$ cat src/rtl/alu8_issue_pkg.sv
// Shared widths, instruction payload and FSM encoding for alu8_issue.
package alu8_issue_pkg;

  localparam int unsigned DATA_W   = 8;
  localparam int unsigned REG_AW   = 2;
  localparam int unsigned OP_W     = 3;
  localparam int unsigned NUM_REGS = 4;

  // Instruction fields captured at acceptance
  typedef struct packed {
    logic [OP_W-1:0]   op;
    logic [REG_AW-1:0] rd;
    logic [REG_AW-1:0] rs;
    logic [REG_AW-1:0] rt;
    logic              imm_en;
    logic [DATA_W-1:0] imm;
  } inst_t;

  typedef enum logic [1:0] {
    ST_IDLE  = 2'd0,
    ST_FETCH = 2'd1,
    ST_EXEC  = 2'd2
  } state_t;

endpackage

$ cat src/rtl/alu8_issue.sv
// alu8_issue: three-cycle issue/execute sequencer around an external 8-bit ALU.
// Accepts one instruction at a time (IDLE), reads its operands from a 4 x 8-bit
// register file into the ALU operand registers (FETCH), then writes the ALU
// result back to the register file and reports it on a one-cycle writeback
// pulse (EXEC).
// Ports:
//   clk, rst                 clock, synchronous active-high reset
//   instValid/instReady      instruction handshake
//   instOp/Rd/Rs/Rt/ImmEn/Imm instruction fields
//   aluFunSel/aluA/aluB      registered drive to the external ALU
//   aluResult/aluZero        combinational ALU return
//   wbValid/wbData/wbZero/wbRd/wbErr  writeback report
//   dbgAddr/dbgData          combinational register-file read port
module alu8_issue
  import alu8_issue_pkg::*;
#(
  parameter logic [DATA_W-1:0] RESET_VAL = 8'h00
) (
  input  logic              clk,
  input  logic              rst,
  input  logic              instValid,
  output logic              instReady,
  input  logic [OP_W-1:0]   instOp,
  input  logic [REG_AW-1:0] instRd,
  input  logic [REG_AW-1:0] instRs,
  input  logic [REG_AW-1:0] instRt,
  input  logic              instImmEn,
  input  logic [DATA_W-1:0] instImm,
  output logic [OP_W-1:0]   aluFunSel,
  output logic [DATA_W-1:0] aluA,
  output logic [DATA_W-1:0] aluB,
  input  logic [DATA_W-1:0] aluResult,
  input  logic              aluZero,
  output logic              wbValid,
  output logic [DATA_W-1:0] wbData,
  output logic              wbZero,
  output logic [REG_AW-1:0] wbRd,
  output logic              wbErr,
  input  logic [REG_AW-1:0] dbgAddr,
  output logic [DATA_W-1:0] dbgData
);

  state_t            state_q, state_d;
  inst_t             inst_q, inst_d;
  logic [DATA_W-1:0] rf_q [NUM_REGS];
  logic [DATA_W-1:0] rf_d [NUM_REGS];
  logic              ready_q, ready_d;
  logic [OP_W-1:0]   alu_fun_q, alu_fun_d;
  logic [DATA_W-1:0] alu_a_q, alu_a_d;
  logic [DATA_W-1:0] alu_b_q, alu_b_d;
  logic              wb_valid_q, wb_valid_d;
  logic [DATA_W-1:0] wb_data_q, wb_data_d;
  logic              wb_zero_q, wb_zero_d;
  logic [REG_AW-1:0] wb_rd_q, wb_rd_d;
  logic              wb_err_q, wb_err_d;

  // State and datapath registers; reset overrides every FSM action
  always_ff @(posedge clk) begin
    if (rst) begin
      state_q    <= ST_IDLE;
      inst_q     <= '0;
      for (int i = 0; i < NUM_REGS; i++) rf_q[i] <= RESET_VAL;
      ready_q    <= 1'b1;
      alu_fun_q  <= '0;
      alu_a_q    <= '0;
      alu_b_q    <= '0;
      wb_valid_q <= 1'b0;
      wb_data_q  <= '0;
      wb_zero_q  <= 1'b0;
      wb_rd_q    <= '0;
      wb_err_q   <= 1'b0;
    end else begin
      state_q    <= state_d;
      inst_q     <= inst_d;
      rf_q       <= rf_d;
      ready_q    <= ready_d;
      alu_fun_q  <= alu_fun_d;
      alu_a_q    <= alu_a_d;
      alu_b_q    <= alu_b_d;
      wb_valid_q <= wb_valid_d;
      wb_data_q  <= wb_data_d;
      wb_zero_q  <= wb_zero_d;
      wb_rd_q    <= wb_rd_d;
      wb_err_q   <= wb_err_d;
    end
  end

  // Next-state and next-output logic; everything holds unless the state acts
  always_comb begin
    state_d    = state_q;
    inst_d     = inst_q;
    rf_d       = rf_q;
    ready_d    = ready_q;
    alu_fun_d  = alu_fun_q;
    alu_a_d    = alu_a_q;
    alu_b_d    = alu_b_q;
    wb_valid_d = 1'b0;
    wb_data_d  = wb_data_q;
    wb_zero_d  = wb_zero_q;
    wb_rd_d    = wb_rd_q;
    wb_err_d   = wb_err_q;

    case (state_q)
      ST_IDLE: begin
        if (instValid && ready_q) begin
          inst_d.op     = instOp;
          inst_d.rd     = instRd;
          inst_d.rs     = instRs;
          inst_d.rt     = instRt;
          inst_d.imm_en = instImmEn;
          inst_d.imm    = instImm;
          ready_d       = 1'b0;
          state_d       = ST_FETCH;
        end
      end
      ST_FETCH: begin
        // Operands read here see the previous instruction's EXEC write
        alu_a_d   = rf_q[inst_q.rs];
        alu_b_d   = inst_q.imm_en ? inst_q.imm : rf_q[inst_q.rt];
        alu_fun_d = inst_q.op;
        state_d   = ST_EXEC;
      end
      ST_EXEC: begin
        rf_d[inst_q.rd] = aluResult;
        wb_valid_d      = 1'b1;
        wb_data_d       = aluResult;
        wb_zero_d       = aluZero;
        wb_rd_d         = inst_q.rd;
        wb_err_d        = inst_q.op inside {3'b100, 3'b101, 3'b110};
        ready_d         = 1'b1;
        state_d         = ST_IDLE;
      end
      default: begin
        ready_d = 1'b1;
        state_d = ST_IDLE;
      end
    endcase
  end

  assign instReady = ready_q;
  assign aluFunSel = alu_fun_q;
  assign aluA      = alu_a_q;
  assign aluB      = alu_b_q;
  assign wbValid   = wb_valid_q;
  assign wbData    = wb_data_q;
  assign wbZero    = wb_zero_q;
  assign wbRd      = wb_rd_q;
  assign wbErr     = wb_err_q;
  assign dbgData   = rf_q[dbgAddr];

endmodule

$ cat config.mk
export PLATFORM = sky130hd
export DESIGN_NAME = alu8_issue
export DESIGN_NICKNAME = d
export VERILOG_FILES = /design/src/rtl/alu8_issue_pkg.sv /design/src/rtl/alu8_issue.sv
export SDC_FILE = /design/constraint.sdc
export NUM_CORES = 1
export LEC_CHECK = 0
export ABC_AREA = 1
export BUFFER_PORTS_ARGS = -buffer_cell sky130_fd_sc_hd__buf_2
export CAP_MARGIN = 20
export CORE_ASPECT_RATIO = 0.75
export CORE_MARGIN = 4
export CORE_UTILIZATION = 45
export DETAILED_ROUTE_END_ITERATION = 8
export GPL_TIMING_DRIVEN = 0
export PLACE_DENSITY = 0.74
export RECOVER_POWER = 100
export SYNTH_ARGS = -nofsm -noshare
export SYNTH_HDL_FRONTEND = slang
export SYNTH_SLANG_ARGS = --single-unit
$ cat constraint.sdc
create_clock -name clk -period 1.7 [get_ports clk]
set_input_delay 0.085 -clock clk [delete_from_list [all_inputs] [get_ports clk]]
set_output_delay 0.085 -clock clk [all_outputs]
set_load 0.005 [all_outputs]
# Word level (Yosys, flattened, before mapping)
# Index checks and enable logic that the tools add are counted.
[word_totals] regBits=85 input_bits=32 output_inout_bits=41
[classes] n_lt_le_gt_ge=5 n_eq_ne=6 mux=18 n_bitwise=5 n_reduce_logical=6
[op_table] cell="$mux 8" count=8
[op_table] cell="$bmux 8 s2" count=3
[op_table] cell="$bwmux 32" count=1
[op_table] cell="$demux 8 s2" count=1
[op_table] cell="$ge 3x3->1 const B" count=4
[op_table] cell="$not 2->3" count=4
[op_table] cell="$eq 3x3->1 const B" count=3
[op_table] cell="$pmux 2 s2" count=1
[op_table] cell="$reduce_and 2->1" count=2
[op_table] cell="$lt 3x1->1 const B" count=1
[op_table] cell="$reduce_bool 3->1" count=1
[op_table] cell="$eq 2x1->1 const B" count=1
[op_table] cell="$eq 2x2->1 const B" count=1
[op_table] cell="$logic_and 1x1->1" count=2
[op_table] cell="$logic_not 2->1" count=1
[op_table] cell="$mux 1" count=2
[op_table] cell="$mux 2" count=1
[op_table] cell="$ne 2x2->1 const B" count=1
[op_table] cell="$pmux 1 s2" count=1
[op_table] cell="$not 1->1" count=1

# Longest topological paths before layout
[logic_depth] depth_word=6 mapped_depth=8

# Worst setup path before layout
# OpenSTA, ideal clock, no wires.
[synth_path] path_type="reg2reg" from="reg inst_q[13] (netlist name)" to="reg rf_q[5] (netlist name)" arrival_time_ns=0.995 setup_slack_ns=0.586 stages_incl_launch_ff=5 path_buffers=1 path_cell_list="dfxtp_1 nand4_1 buf_6 o21ai_0 a21oi_1"
[synth_between] elab_chain_len=6
[synth_rtl] element="start: declaration" line_no="alu8_issue.sv:44" rtl="inst_t inst_q, inst_d;"
[synth_rtl] element="start signal: assignment" line_no="alu8_issue.sv:74" rtl="inst_q <= inst_d;"
[synth_rtl] element="$not 2->3 (not written as such) (*)" line_no="alu8_issue.sv:124" rtl="rf_d[inst_q.rd] = aluResult;"
[synth_rtl] element="$ge 3x3->1 (not written as such) / $lt 3x1->1 (equally long branches)" line_no="alu8_issue.sv:124"
[synth_rtl] element="$logic_and 1x1->1 (not written as such)" line_no="alu8_issue.sv:124"
[synth_rtl] element="$mux 8 (not written as such)" line_no="alu8_issue.sv:124"
[synth_rtl] element="$demux 8 s2 (*)" line_no="alu8_issue.sv:124"
[synth_rtl] element="$bwmux 32 (*)" line_no="alu8_issue.sv:124"
[synth_rtl] element="end signal: assignment" line_no="alu8_issue.sv:75" rtl="rf_q <= rf_d;"
[synth_rtl] element="end: declaration" line_no="alu8_issue.sv:45" rtl="logic [DATA_W-1:0] rf_q [NUM_REGS];"
# Every way passes the cells marked *; elsewhere a longest branch is shown, timed or not.
# A chain may end at the register's enable or synchronous reset.

# Worst setup path after layout
[layout_path] from="reg state_q[0]" to="reg alu_a_q[5] (netlist: aluA[5])"
[layout_between] elab_chain_len=1
[layout_rtl] element="start: declaration" line_no="alu8_issue.sv:43" rtl="state_t state_q, state_d;"
[layout_rtl] element="start signal: assignment" line_no="alu8_issue.sv:73" rtl="state_q <= state_d;"
[layout_rtl] element="$eq 2x1->1" line_no="alu8_issue.sv:103" rtl="case (state_q)"
[layout_rtl] element="end signal: assignment" line_no="alu8_issue.sv:78" rtl="alu_a_q <= alu_a_d;"
[layout_rtl] element="end: declaration" line_no="alu8_issue.sv:49" rtl="logic [DATA_W-1:0] alu_a_q, alu_a_d;"
# Every way passes these cells.

==> run metrics <==
status complete, but fails checks; violated checks negative hold slack; Max VDD drop 0.7657 mV; port bufs 71; DRC violations left 0; Core Region between 0.008 and 0.009 sq mm; Initial Util a little under half; crit-path max cell delay ~370 ps; Die W 114.5 um; Mean Syn Cell Area 6.944 sq um; Rows 28; Power Dens Cells 1120 mW/mm^2; post-route ant nets 0; share of the yosys chip area belonging to registers ~44%; maxcap violations 0; Pre-antenna DRT Iters 7; CP Launch Type flop; clock sink total 85; DRT Wirelength roughly 12000 um; PostCTS Resize Cnt 0; Worst Max-Slew Pin Slew between 500 and 600 ps; Synth-to-Final Area Change 21.39%; routability cong. 0.9334; Final Max Tran Viols 0; unrepaired setup endpoints after global routing no; first-pass GRT wire length 18700 um; final hold slack -3.415 ps; Clock Tree Buf Depth 2; Final Skew 7.894 ps; period utilisation layout about nine tenths; Setup CP Type flop to flop; setup TNS 0 ps; Finished Cell Area roughly 0.0046 sq mm; number of inserted diodes 0; Final min period 1524 ps; Final #Nets 669; Yosys warnings 0; post-placement cell area between 0.004 and 0.005 sq mm; Yosys cell types 23; Most common cell on crit path inv_1; Root Driver clkbuf_16; mapped cell area approximately 0.0038 sq mm; Slew HR roughly 63%; pin count of the biggest net entering global routing 17; Die Y-Extent 87.86 um; most frequent cells in the layout 107 x nor2_1, 85 x dfxtp_1, 83 x nand2_1; Req. time, crit path 1930 ps; Worst EP arrival between 1500 and 2000 ps; vias in the first global route approximately 3800; WL per Instance 15.82 um; total CTS buffers 9; worst skew pair latency 340 ps; Leak about 1.9 nW; Synth Net Count 583; Final Setup Violations 0; commonest non-fill, non-tap cell in the layout nor2_1; crit-path max FO 10; CP Cell Sequence inv_1 > nor2_1 > buf_4 > clkbuf_2 > nand3_1 > nand2_1 > inv_1; share of layout cells above drive strength 1 13.71%; Critical Path End Type flop; Post-CTS Setup Inserts 0; IO Count 73; Global Route Usage Sum 23.98%; GR Overflow Total 0; Layout Utilization between 50 and 60%; total number of vias between 3000 and 4000; Fmax achieved 656.3 MHz; TritonCTS clock tree yes; worst min path class input pin to flop; endpoints failing hold 1; htree depth 3; DP Wirelength 8829 um; Tot Pwr ~0.0052 W; drt initial violations around 310; vias per std cell about 5.3; CP max stage cell dfxtp_1; Seq cells post-synth 85; clock transition at the registers of the reported paths about 70 ps; initial antenna violation count 0; post-synthesis cell count ~550; Die ar. about 0.01 sq mm
## cell usage after synthesis (all sizes together)
library cell | number | area (sq um)
o211ai | 8 | 60.06
clkbuf | 12 | 46.29
nand2 | 84 | 317.8
buf | 20 | 131.4
nand4 | 1 | 6.260
inv | 37 | 138.9
dfxtp | 85 | 1702
o21ai | 73 | 365.4
a21oi | 71 | 355.3
or2 | 1 | 6.260
nand3 | 42 | 235.2
nor2 | 109 | 421.7
clkinv | 8 | 40.04
## power breakdown
group	switching [W]	leakage, nW	internal, W	total (W)
Sequential	0.0000734	0.693	0.00210	0.00218
Clock	0.000875	0.173	0.00146	0.00233
Combinational	0.000448	1.00	0.000243	0.000690
Total	0.00140	1.87	0.00381	0.00520
## final cells by class
class / count / area, sq um
Buffer: 32 / 155.1
Clock buffer: 9 / 225.2
Clock inverter: 7 / 127.6
Fill cell: 777 / 3448
Inverter: 45 / 178.9
Multi-Input combinational cell: 389 / 1760
Sequential cell: 85 / 1702
Tap cell: 105 / 131.4
Timing Repair Buffer: 75 / 364.1
## logic make-up after synthesis
kind of cell / after synthesis / share of synthesized area [%]
and+or+nand+nor: 237 / 25.80
AOI/OAI and AO/OA: 152 / 20.41
DFF: 85 / 44.47
buffers and inverters: 77 / 9.320
## worst paths after layout
check / startpoint / to / slack [ps] / cells past startpoint
worst min-delay path: instImm[7] / inst_q[7]$_SDFFE_PP0P_ / -3 / 3
worst max-delay path: state_q[0]$_SDFFE_PP0P_ / aluA[5]$_SDFFE_PP0N_ / 180 / 7
worst max register to register: state_q[0]$_SDFFE_PP0P_ / aluA[5]$_SDFFE_PP0N_ / 180 / 7
worst min register to register: wbRd[0]$_SDFFE_PP0P_ / wbRd[0]$_SDFFE_PP0P_ / 470 / 2
## critical path: cells and delay by family (launching register included)
| family | cells | cell delay [ps] |
|---|---|---|
| buffers and inverters | 4 | 630 |
| flip-flops | 1 | 370 |
| AND/OR/NAND/NOR | 3 | 430 |
## through the flow
step	worst slack, ps	cells
floorplan	585.7	551
CTS	243.9	747
global placement	289.2	727
detailed placement	249.6	727
global route	46.13	747
finish	176.4	747
## timing repair
action	CTS	global route
setup endpoints to repair	0	0
hold endpoints to repair	4	0
hold buffers	4	0
## flip-flops by register name (all words and copies together) (netlist names)
name	flops
rf_q	32
wbData	8
inst_q	18
aluB	8
aluFunSel	3
wbZero	1
state_q	2
wbValid	1
wbErr	1
instReady	1
aluA	8
wbRd	2
## metal layers
layer / track usage (%) / wire length (um)
met2: 36.50 / 5023
met5: 0 / 0
met3: 5.870 / 1125
met4: 8.846 / 239
met1: 33.14 / 5432
Power figures use the tool's default switching activity.
